[config.mk]
export PLATFORM = sky130hd
export DESIGN_NAME = bq_coef_loader
export DESIGN_NICKNAME = d
export VERILOG_FILES = /design/src/rtl/bq_pkg.sv /design/src/rtl/bq_coef_loader.sv
export SDC_FILE = /design/constraint.sdc
export NUM_CORES = 1
export LEC_CHECK = 0
export ABC_AREA = 1
export CAP_MARGIN = 20
export CORE_MARGIN = 2
export CORE_UTILIZATION = 35
export CTS_BUF_LIST = sky130_fd_sc_hd__clkbuf_4 sky130_fd_sc_hd__clkbuf_8
export CTS_CLUSTER_DIAMETER = 120
export DETAILED_ROUTE_END_ITERATION = 8
export HOLD_SLACK_MARGIN = 0.1
export SYNTH_ARGS = -nofsm -noshare
export SYNTH_HDL_FRONTEND = slang
export SYNTH_SLANG_ARGS = --single-unit
[constraint.sdc]
create_clock -name wb_clk_i -period 3.1 [get_ports wb_clk_i]
set_input_delay 0.62 -clock wb_clk_i [delete_from_list [all_inputs] [get_ports wb_clk_i]]
set_output_delay 0.62 -clock wb_clk_i [all_outputs]
set_load 0.05 [all_outputs]
[src/rtl/bq_pkg.sv]
// Shared definitions for the biquad coefficient loader.
//   - Register index constants for the five coefficients (a11, a12, b10, b11, b12).
//   - Loader state encoding.
//   - Byte stride between consecutive coefficient registers and an offset helper.
package bq_pkg;

  localparam int unsigned NUM_COEF = 5;

  localparam logic [2:0] IDX_A11 = 3'd0;
  localparam logic [2:0] IDX_A12 = 3'd1;
  localparam logic [2:0] IDX_B10 = 3'd2;
  localparam logic [2:0] IDX_B11 = 3'd3;
  localparam logic [2:0] IDX_B12 = 3'd4;

  localparam logic [31:0] ADDR_STRIDE = 32'd4;

  typedef enum logic [2:0] {
    StIdle,
    StWr,
    StGap,
    StRd,
    StFin
  } state_e;

  // Byte offset of coefficient register idx from the slave's base address.
  function automatic logic [31:0] coef_offset(input logic [2:0] idx);
    return 32'(idx) * ADDR_STRIDE;
  endfunction

endpackage

[src/rtl/bq_coef_loader.sv]
// Wishbone classic master that writes the five biquad coefficients into the filter's
// coefficient register file and optionally reads them back to verify.
//
// Ports:
//   wb_clk_i, wb_rst_i          clock, synchronous active-high reset
//   start                       one-cycle load request (ignored unless idle)
//   a11, a12, b10, b11, b12     coefficient values, captured on an accepted start
//   wb_cyc_o .. wb_dat_o        Wishbone master outputs (all registered)
//   wb_dat_i, wb_ack_i          Wishbone slave read data and acknowledge
//   busy                        high while a load is in progress
//   done                        one-cycle completion pulse (success or abort)
//   err_timeout, err_mismatch   sticky error flags, cleared by the next accepted start
//   err_idx                     index of the first failing register
module bq_coef_loader
  import bq_pkg::*;
#(
  parameter int unsigned COEFWIDTH = 16,
  parameter logic [31:0] BASE_ADDR = 32'h3000_0000,
  parameter int unsigned TIMEOUT   = 255,
  parameter int unsigned VERIFY    = 1
) (
  input  logic                 wb_clk_i,
  input  logic                 wb_rst_i,
  input  logic                 start,
  input  logic [COEFWIDTH-1:0] a11,
  input  logic [COEFWIDTH-1:0] a12,
  input  logic [COEFWIDTH-1:0] b10,
  input  logic [COEFWIDTH-1:0] b11,
  input  logic [COEFWIDTH-1:0] b12,
  output logic                 wb_cyc_o,
  output logic                 wb_stb_o,
  output logic                 wb_we_o,
  output logic [3:0]           wb_sel_o,
  output logic [31:0]          wb_adr_o,
  output logic [31:0]          wb_dat_o,
  input  logic [31:0]          wb_dat_i,
  input  logic                 wb_ack_i,
  output logic                 busy,
  output logic                 done,
  output logic                 err_timeout,
  output logic                 err_mismatch,
  output logic [2:0]           err_idx
);

  localparam logic [8:0] TimeoutLim = 9'(TIMEOUT);

  state_e               state_q, state_d;
  state_e               pend_q, pend_d;    // phase entered when the current GAP ends
  logic [2:0]           idx_q, idx_d;
  logic [COEFWIDTH-1:0] shadow_q [NUM_COEF];
  logic [COEFWIDTH-1:0] shadow_d [NUM_COEF];
  logic [7:0]           wait_q, wait_d;
  logic [8:0]           wait_inc;
  logic                 last_idx;

  logic        cyc_q, cyc_d;
  logic        stb_q, stb_d;
  logic        we_q, we_d;
  logic [31:0] adr_q, adr_d;
  logic [31:0] dat_q, dat_d;
  logic        busy_q, busy_d;
  logic        done_q, done_d;
  logic        err_to_q, err_to_d;
  logic        err_mm_q, err_mm_d;
  logic [2:0]  err_idx_q, err_idx_d;

  // Only the low COEFWIDTH bits of read data are meaningful.
  logic unused_dat;
  assign unused_dat = ^wb_dat_i;

  assign wait_inc = {1'b0, wait_q} + 9'd1;
  assign last_idx = (idx_q == IDX_B12);

  always_comb begin
    state_d   = state_q;
    pend_d    = pend_q;
    idx_d     = idx_q;
    shadow_d  = shadow_q;
    wait_d    = wait_q;
    cyc_d     = cyc_q;
    stb_d     = stb_q;
    we_d      = we_q;
    adr_d     = adr_q;
    dat_d     = dat_q;
    busy_d    = busy_q;
    done_d    = 1'b0;
    err_to_d  = err_to_q;
    err_mm_d  = err_mm_q;
    err_idx_d = err_idx_q;

    unique case (state_q)
      StIdle: begin
        if (start) begin
          shadow_d[IDX_A11] = a11;
          shadow_d[IDX_A12] = a12;
          shadow_d[IDX_B10] = b10;
          shadow_d[IDX_B11] = b11;
          shadow_d[IDX_B12] = b12;
          err_to_d  = 1'b0;
          err_mm_d  = 1'b0;
          err_idx_d = '0;
          idx_d     = '0;
          busy_d    = 1'b1;
          // A leading GAP cycle registers the first bus request one cycle after start.
          pend_d    = StWr;
          state_d   = StGap;
        end
      end

      StGap: begin
        state_d = pend_q;
        wait_d  = '0;
        if (pend_q == StWr || pend_q == StRd) begin
          cyc_d = 1'b1;
          stb_d = 1'b1;
          we_d  = (pend_q == StWr);
          adr_d = BASE_ADDR + coef_offset(idx_q);
          if (pend_q == StWr) begin
            dat_d = 32'($signed(shadow_q[idx_q]));
          end
        end else begin
          done_d = 1'b1;
          busy_d = 1'b0;
        end
      end

      StWr, StRd: begin
        if (wb_ack_i) begin
          cyc_d   = 1'b0;
          stb_d   = 1'b0;
          state_d = StGap;
          idx_d   = last_idx ? 3'd0 : idx_q + 3'd1;
          if (state_q == StWr) begin
            pend_d = !last_idx ? StWr : ((VERIFY != 0) ? StRd : StFin);
          end else begin
            pend_d = last_idx ? StFin : StRd;
            if (wb_dat_i[COEFWIDTH-1:0] != shadow_q[idx_q] && !err_mm_q) begin
              err_mm_d  = 1'b1;
              err_idx_d = idx_q;
            end
          end
        end else if (wait_inc == TimeoutLim) begin
          // Abort: no further transfers, go straight to the done cycle.
          cyc_d    = 1'b0;
          stb_d    = 1'b0;
          err_to_d = 1'b1;
          if (!err_mm_q) begin
            err_idx_d = idx_q;
          end
          done_d   = 1'b1;
          busy_d   = 1'b0;
          state_d  = StFin;
        end else begin
          wait_d = wait_inc[7:0];
        end
      end

      StFin: begin
        state_d = StIdle;
      end

      default: begin
        state_d = StIdle;
      end
    endcase
  end

  always_ff @(posedge wb_clk_i) begin
    if (wb_rst_i) begin
      state_q   <= StIdle;
      pend_q    <= StWr;
      idx_q     <= '0;
      wait_q    <= '0;
      for (int i = 0; i < int'(NUM_COEF); i++) begin
        shadow_q[i] <= '0;
      end
      cyc_q     <= 1'b0;
      stb_q     <= 1'b0;
      we_q      <= 1'b0;
      adr_q     <= BASE_ADDR;
      dat_q     <= '0;
      busy_q    <= 1'b0;
      done_q    <= 1'b0;
      err_to_q  <= 1'b0;
      err_mm_q  <= 1'b0;
      err_idx_q <= '0;
    end else begin
      state_q   <= state_d;
      pend_q    <= pend_d;
      idx_q     <= idx_d;
      wait_q    <= wait_d;
      shadow_q  <= shadow_d;
      cyc_q     <= cyc_d;
      stb_q     <= stb_d;
      we_q      <= we_d;
      adr_q     <= adr_d;
      dat_q     <= dat_d;
      busy_q    <= busy_d;
      done_q    <= done_d;
      err_to_q  <= err_to_d;
      err_mm_q  <= err_mm_d;
      err_idx_q <= err_idx_d;
    end
  end

  assign wb_cyc_o     = cyc_q;
  assign wb_stb_o     = stb_q;
  assign wb_we_o      = we_q;
  assign wb_sel_o     = 4'hF;
  assign wb_adr_o     = adr_q;
  assign wb_dat_o     = dat_q;
  assign busy         = busy_q;
  assign done         = done_q;
  assign err_timeout  = err_to_q;
  assign err_mismatch = err_mm_q;
  assign err_idx      = err_idx_q;

endmodule

==> metrics.txt, run 1 <==
Synth cell types 31; count of unresolved DRC violations after routing 0; post-synthesis sequential element count 125; vias 5742; antenna violations before repair 0; Hold WC Path Type reg -> reg; Power Density 792.3 nW/um^2; most common flop cell mapped by yosys dfxtp_1; netlist area before placement slightly above 6000 um^2; final max-slew violation count 0; count of TritonRoute iterations in the first routing pass 4; largest net degree at the start of global routing 68; Post-DRT Antenna Nets 0; final hold violations 0; number of flops mapped to enable cells by yosys 0; Post-Place Cells 1230; Std-Cell Rows 48; chip width 136.2 um; Final HPWL DP between 10 and 15 mm; hold_ws approximately 0.47 ns; Synth Area per Inst 6.696 um^2; number of hold-repair buffers added at the cts stage 0; Setup TNS 0 ns; Max-slew headroom between 60% and 70%; share of flip-flops with an asynchronous set or reset after synthesis 0%; WP data arrival a little under 2 ns; unrepaired setup endpoints after global routing false; height of the chip 136.2 um; required arrival time at the worst endpoint 2.48 ns; clock buffer count from CTS 17; leakage power total around 3.3 nW; final estimated routing congestion in global placement about 0.81; number of H-tree levels 4; Crit-path slowest cell clkdlybuf4s50_1; share of post-route cells with drive strength above 1 5.882%; clock sink count approximately 130; Max Cap Violations 0; number of global-route vias before repair about 5.1k; highest net fanout along the worst path 18; CP endpoint kind output pin; post-route clock skew 0.01089 ns; number of DRC violations after detailed-routing iteration 0 306; All-Layer GR Usage between 10% and 20%; average wire per standard cell between 10 and 15 um; achievable frequency ~390 MHz; Post-layout nets roughly 1.1k; Area growth, synth to finish 29.19%; final critical path time including I/O delays and setup about 2.6 ns; buffer count from post-CTS setup fixing 0; IR drop worst, VDD around 0.38 mV; insertion delay of the later-clocked pin in the worst-skew pair between 0.4 and 0.5 ns; Startpoint Class flip-flop; number of endpoints failing setup at the final stage 0; Via-to-Cell Ratio 4.550; Gates resized, CTS repair 0; area enclosed by the die boundary 18540 um^2; CP top delay family buffers and inverters; CP bufs+invs 1; starting utilization of the core area ~36%; Warnings, synthesis 0; clock tree from TritonCTS built; clock-pin transition on the worst setup and hold timing paths approximately 0.080 ns; overflow left after global routing 0; root buf cell clkbuf_8; delay of the slowest cell on the worst path just under 0.9 ns; area of the placeable core approximately 17000 um^2; count of pins on the block boundary around 190; final cell count without fillers roughly 1.3k; number of port buffers about 140; number of antenna repair diodes 0; cells along the critical path clkdlybuf4s50_1; number of buffers on the longest clock path 2; slew at the pin closest to its max-slew limit 0.5287 ns; fraction of the yosys area taken by sequential cells approximately 40%; Syn Inst Count ~900; type of the setup path with the least slack reg -> out; status complete, no violations; post-route fraction of the period consumed by the critical path between 80% and 90%; wire length of the first global-routing pass about 26 mm; total wire length 16.78 mm
kinds of logic (layout without fill, tap and decap cells):
| family | count (synthesis) | count (layout) | synth area share, % |
|---|---|---|---|
| and+or+nand+nor | 446 | 446 | 29.49 |
| other | 2 | 33 | 0.1228 |
| DFF | 125 | 125 | 40.93 |
| AOI/OAI and AO/OA | 156 | 156 | 13.30 |
| adders and majority gates | 6 | 6 | 1.228 |
| buffers and inverters | 175 | 268 | 14.49 |
| xor gates and xnor gates | 3 | 3 | 0.4299 |
layout by cell type, fill, tap and decap left out, types with 2 or more instances in the layout:
master             n
a211oi_1           3
a21oi_1          120
buf_4             12
bufinv_16          3
clkbuf_8          19
clkdlybuf4s50_1  143
clkinv_4           3
clkinvlp_4         6
conb_1            33
dfxtp_1          125
ha_1               6
inv_1             74
inv_2              6
nand2_1          329
nand2_2            4
nand3_1           72
nand4_1            4
nor2_1            32
o21ai_0           26
or2_2              2
xor2_1             2
flip-flops by register name, indices dropped and copies added (netlist names), 3 cells and up:
register / flops
err_idx: 3
shadow_q: 80
idx_q: 3
wb_dat_o: 16
wait_q: 8
pend_q: 3
wb_adr_o: 3
state_q: 3
power by group:
group / switching (W) / internal (W) / total (W) / leakage, nW
clock network: 0.000688 / 0.000838 / 0.00153 / 0.196
registers: 0.000175 / 0.00190 / 0.00207 / 1.02
logic: 0.00182 / 0.000841 / 0.00266 / 2.12
total: 0.00268 / 0.00357 / 0.00626 / 3.34
synth_stat cells (all sizes together) (2+ instances only):
library cell / n / share of area (%)
nand2: 333 / 21
dfxtp: 125 / 41
a21oi: 120 / 9.8
inv: 80 / 4.9
nand3: 72 / 5.9
buf: 65 / 7.7
nor2: 33 / 2.1
clkbuf: 30 / 1.8
o21ai: 27 / 2.2
ha: 6 / 1.2
nand4: 4 / 0.41
a211oi: 3 / 0.37
conb: 2 / 0.12
nor3: 2 / 0.35
or2: 2 / 0.20
xor2: 2 / 0.29
final timing paths:
kind                start      endpoint  slack (ns)  cells past startpoint
min reg2reg  shadow_q[28]  shadow_q[28]        0.47                      2
max          wb_dat_o[15]  wb_dat_o[23]        0.53                      1
min          shadow_q[28]  shadow_q[28]        0.47                      2
max reg2reg      idx_q[1]    err_idx[2]        0.66                     15
stage by stage:
| step | setup WS, ns | power, W | area [um^2] | utilization (%) |
|---|---|---|---|---|
| after detailed placement | 0.6902 | 0.004781 | 7470 | 43.49 |
| after global routing | 0.3719 | 0.006648 | 7898 | 45.98 |
| final | 0.5333 | 0.006257 | 7898 | 45.98 |
| after floorplan | 1.287 | 0.004033 | 6230 | - |
| after CTS | 0.4608 | 0.006311 | 7898 | 45.98 |
| after global placement | 0.7028 | 0.004760 | 7470 | 43.49 |
metal layers:
layer	vias up	wire length [um]	GRT usage (%)
met5	-	0	0
met1	2524	8103	24.61
li1	3038	-	-
met3	17	875	3.691
met4	0	277	7.755
met2	163	7524	28.06
layout make-up:
cell class / count / area (um^2)
Multi-Input combinational cell: 644 / 2844
Clock buffer: 19 / 261.5
Inverter: 80 / 300.3
Timing Repair Buffer: 156 / 1541
Tap cell: 225 / 281.5
Clock inverter: 13 / 166.4
Fill cell: 1819 / 9279
Sequential cell: 125 / 2502
Note: power is estimated with default switching activity, not from simulation.
==> run 2: changes to the inputs <==
--- a/config.mk
+++ b/config.mk
@@ -13,6 +13,7 @@
 export CTS_CLUSTER_DIAMETER = 120
 export DETAILED_ROUTE_END_ITERATION = 8
 export HOLD_SLACK_MARGIN = 0.1
+export PLACE_DENSITY = 0.66
 export SYNTH_ARGS = -nofsm -noshare
 export SYNTH_HDL_FRONTEND = slang
 export SYNTH_SLANG_ARGS = --single-unit
==> constraint.sdc (replaced) <==
create_clock -name wb_clk_i -period 2.2 [get_ports wb_clk_i]
set_input_delay 0.44 -clock wb_clk_i [delete_from_list [all_inputs] [get_ports wb_clk_i]]
set_output_delay 0.44 -clock wb_clk_i [all_outputs]
set_load 0.05 [all_outputs]
==> metrics.txt, run 2 (synthesis gave the netlist of run 1 again) <==
post-route cell area roughly 8100 um^2; number of buffers on the longest clock path 2; delay of the slowest cell on the worst path between 0.8 and 0.9 ns; Startpoint Class flip-flop; Via-to-Cell Ratio between 4 and 5; WP data arrival 1.68 ns; area of the placeable core 17180 um^2; highest net fanout along the worst path 4; reported net switching power 0.003722 W; share of post-route cells with drive strength above 1 between 10 and 15%; slew at the pin closest to its max-slew limit 0.5220 ns; final hold violations 0; clock-pin transition on the worst setup and hold timing paths around 0.070 ns; Max Cap Violations 0; final max-slew violation count 0; IR drop worst, VDD between 0.5 and 0.6 mV; antenna violations before repair 0; Area growth, synth to finish 31.89%; count of TritonRoute iterations in the first routing pass 5; Max-slew headroom between 60% and 70%; Setup TNS 0 ns; number of antenna repair diodes 0; Crit-path slowest cell clkdlybuf4s50_1; leakage power total approximately 3.5 nW; Post-DRT Antenna Nets 0; status complete, no violations; part of the power in the clock network about a quarter; required arrival time at the worst endpoint between 1.5 and 2 ns; Setup WS post-layout between 0.07 and 0.08 ns; cell area after placement 7557 um^2; clock sink count 125; post-route fraction of the period consumed by the critical path 96.51%; overflow left after global routing 0; Fill cells 1791; achievable frequency roughly 470 MHz; setup slack at placement 0.04111 ns; switching share of power about two fifths; Hold WC Path Type in -> reg; unrepaired setup endpoints after global routing false; insertion delay of the later-clocked pin in the worst-skew pair ~0.44 ns; commonest cells after routing, fill and taps aside 329 x nand2_1, 126 x clkdlybuf4s50_1, 121 x dfxtp_1, 120 x a21oi_1, 73 x inv_1; Power Density 1101 nW/um^2; final estimated routing congestion in global placement roughly 0.84; largest register by flop count shadow_q; number of endpoints failing setup at the final stage 0; number of flip-flops under the largest register name 80; cells along the critical path clkdlybuf4s50_1; total wire length 16.50 mm; final critical path time including I/O delays and setup approximately 2.1 ns; number of port buffers about 140; number of H-tree levels 4; CP bufs+invs 1; Final HPWL DP between 10 and 15 mm; wire length of the first global-routing pass approximately 25 mm; vias slightly below 6k; count of unresolved DRC violations after routing 0; CP top delay family buffers and inverters; area enclosed by the die boundary about 19000 um^2; most common cell after layout, fill and taps aside nand2_1; count of pins on the block boundary ~190; post-route clock skew 0.01193 ns; Std-Cell Rows 48; number of DRC violations after detailed-routing iteration 0 332; clock tree from TritonCTS built; type of the setup path with the least slack reg -> out; Internal Power between 0.005 and 0.006 W; number of global-route vias before repair a little over 5k; largest net degree at the start of global routing 67; CP endpoint kind output pin; root buf cell clkbuf_8; buffer count from post-CTS setup fixing 0; logic gate share of total power between 40% and 50%; clock buffer count from CTS 17; height of the chip ~140 um; average wire per standard cell between 10 and 15 um; All-Layer GR Usage about 18%; hold_ws roughly 0.38 ns; chip width between 100 and 150 um; starting utilization of the core area about 36%; sequential share of power 33.0%; Post-layout nets around 1.2k
==> run 2: routing by layer <==
metal | vias to the layer above | routed length [um] | share of wire [%] | global-route usage, %
met5 | - | 0 | 0 | 0
met4 | 0 | 601 | 3.6 | 9.549
met3 | 33 | 1022 | 6.2 | 3.729
met2 | 204 | 7134 | 43 | 26.41
met1 | 2553 | 7744 | 47 | 24.43
li1 | 3042 | - | - | -
==> run 2: final timing paths <==
check / end / startpoint / slack, ns / depth (start not counted)
max: err_mismatch / err_mismatch / 0.08 / 1
min: wb_dat_o[7] / wb_rst_i / 0.38 / 4
max reg2reg: err_idx[0] / idx_q[0] / 0.17 / 18
min reg2reg: shadow_q[45] / shadow_q[45] / 0.46 / 2
==> run 2: through the flow <==
stage,utilization (%),instances,power (W)
3_5_place_dp,44.00,1239,0.006786
3_3_place_gp,44.00,1239,0.006739
5_1_grt,46.94,1269,0.009455
2_1_floorplan,-,944,0.005682
6_report,46.94,1269,0.008878
4_1_cts,46.39,1269,0.008915
==> run 2: cell type report <==
class | count | area (um^2) | share of cell area [%]
Clock buffer | 23 | 297.8 | 3.693
Inverter | 80 | 309.0 | 3.833
Tap cell | 225 | 281.5 | 3.492
Timing Repair Buffer | 165 | 1633 | 20.25
Multi-Input combinational cell | 644 | 2922 | 36.24
Sequential cell | 125 | 2507 | 31.10
Clock inverter | 7 | 112.6 | 1.397
==> run 2: timing repair <==
item,4_1_cts,5_1_grt
resized for setup,0,27
hold buffers,0,0
setup endpoints to repair,0,14
hold endpoints to repair,0,0
==> run 2: power groups by stage <==
stage	combinational (W)	sequential, W	clock, W
2_1_floorplan	0.00227	0.00342	0
3_3_place_gp	0.00378	0.00296	0
3_5_place_dp	0.00382	0.00297	0
4_1_cts	0.00382	0.00292	0.00217
5_1_grt	0.00422	0.00298	0.00225
6_report	0.00385	0.00293	0.00211
==> run 2: worst reg2reg max path, delay by kind of cell, from the launching register on <==
| kind | cells | cell delay, ns |
|---|---|---|
| buffers and inverters | 2 | 0.21 |
| AND/OR/NAND/NOR | 16 | 1.34 |
| flip-flops | 1 | 0.38 |
==> run 3: changes to the inputs <==
--- a/config.mk
+++ b/config.mk
@@ -6,7 +6,7 @@
 export NUM_CORES = 1
 export LEC_CHECK = 0
 export ABC_AREA = 1
-export CAP_MARGIN = 20
+export CAP_MARGIN = 10
 export CORE_MARGIN = 2
 export CORE_UTILIZATION = 35
 export CTS_BUF_LIST = sky130_fd_sc_hd__clkbuf_4 sky130_fd_sc_hd__clkbuf_8
==> results of run 3 <==
Final layout, timing and power as in run 2 (identical DEF).
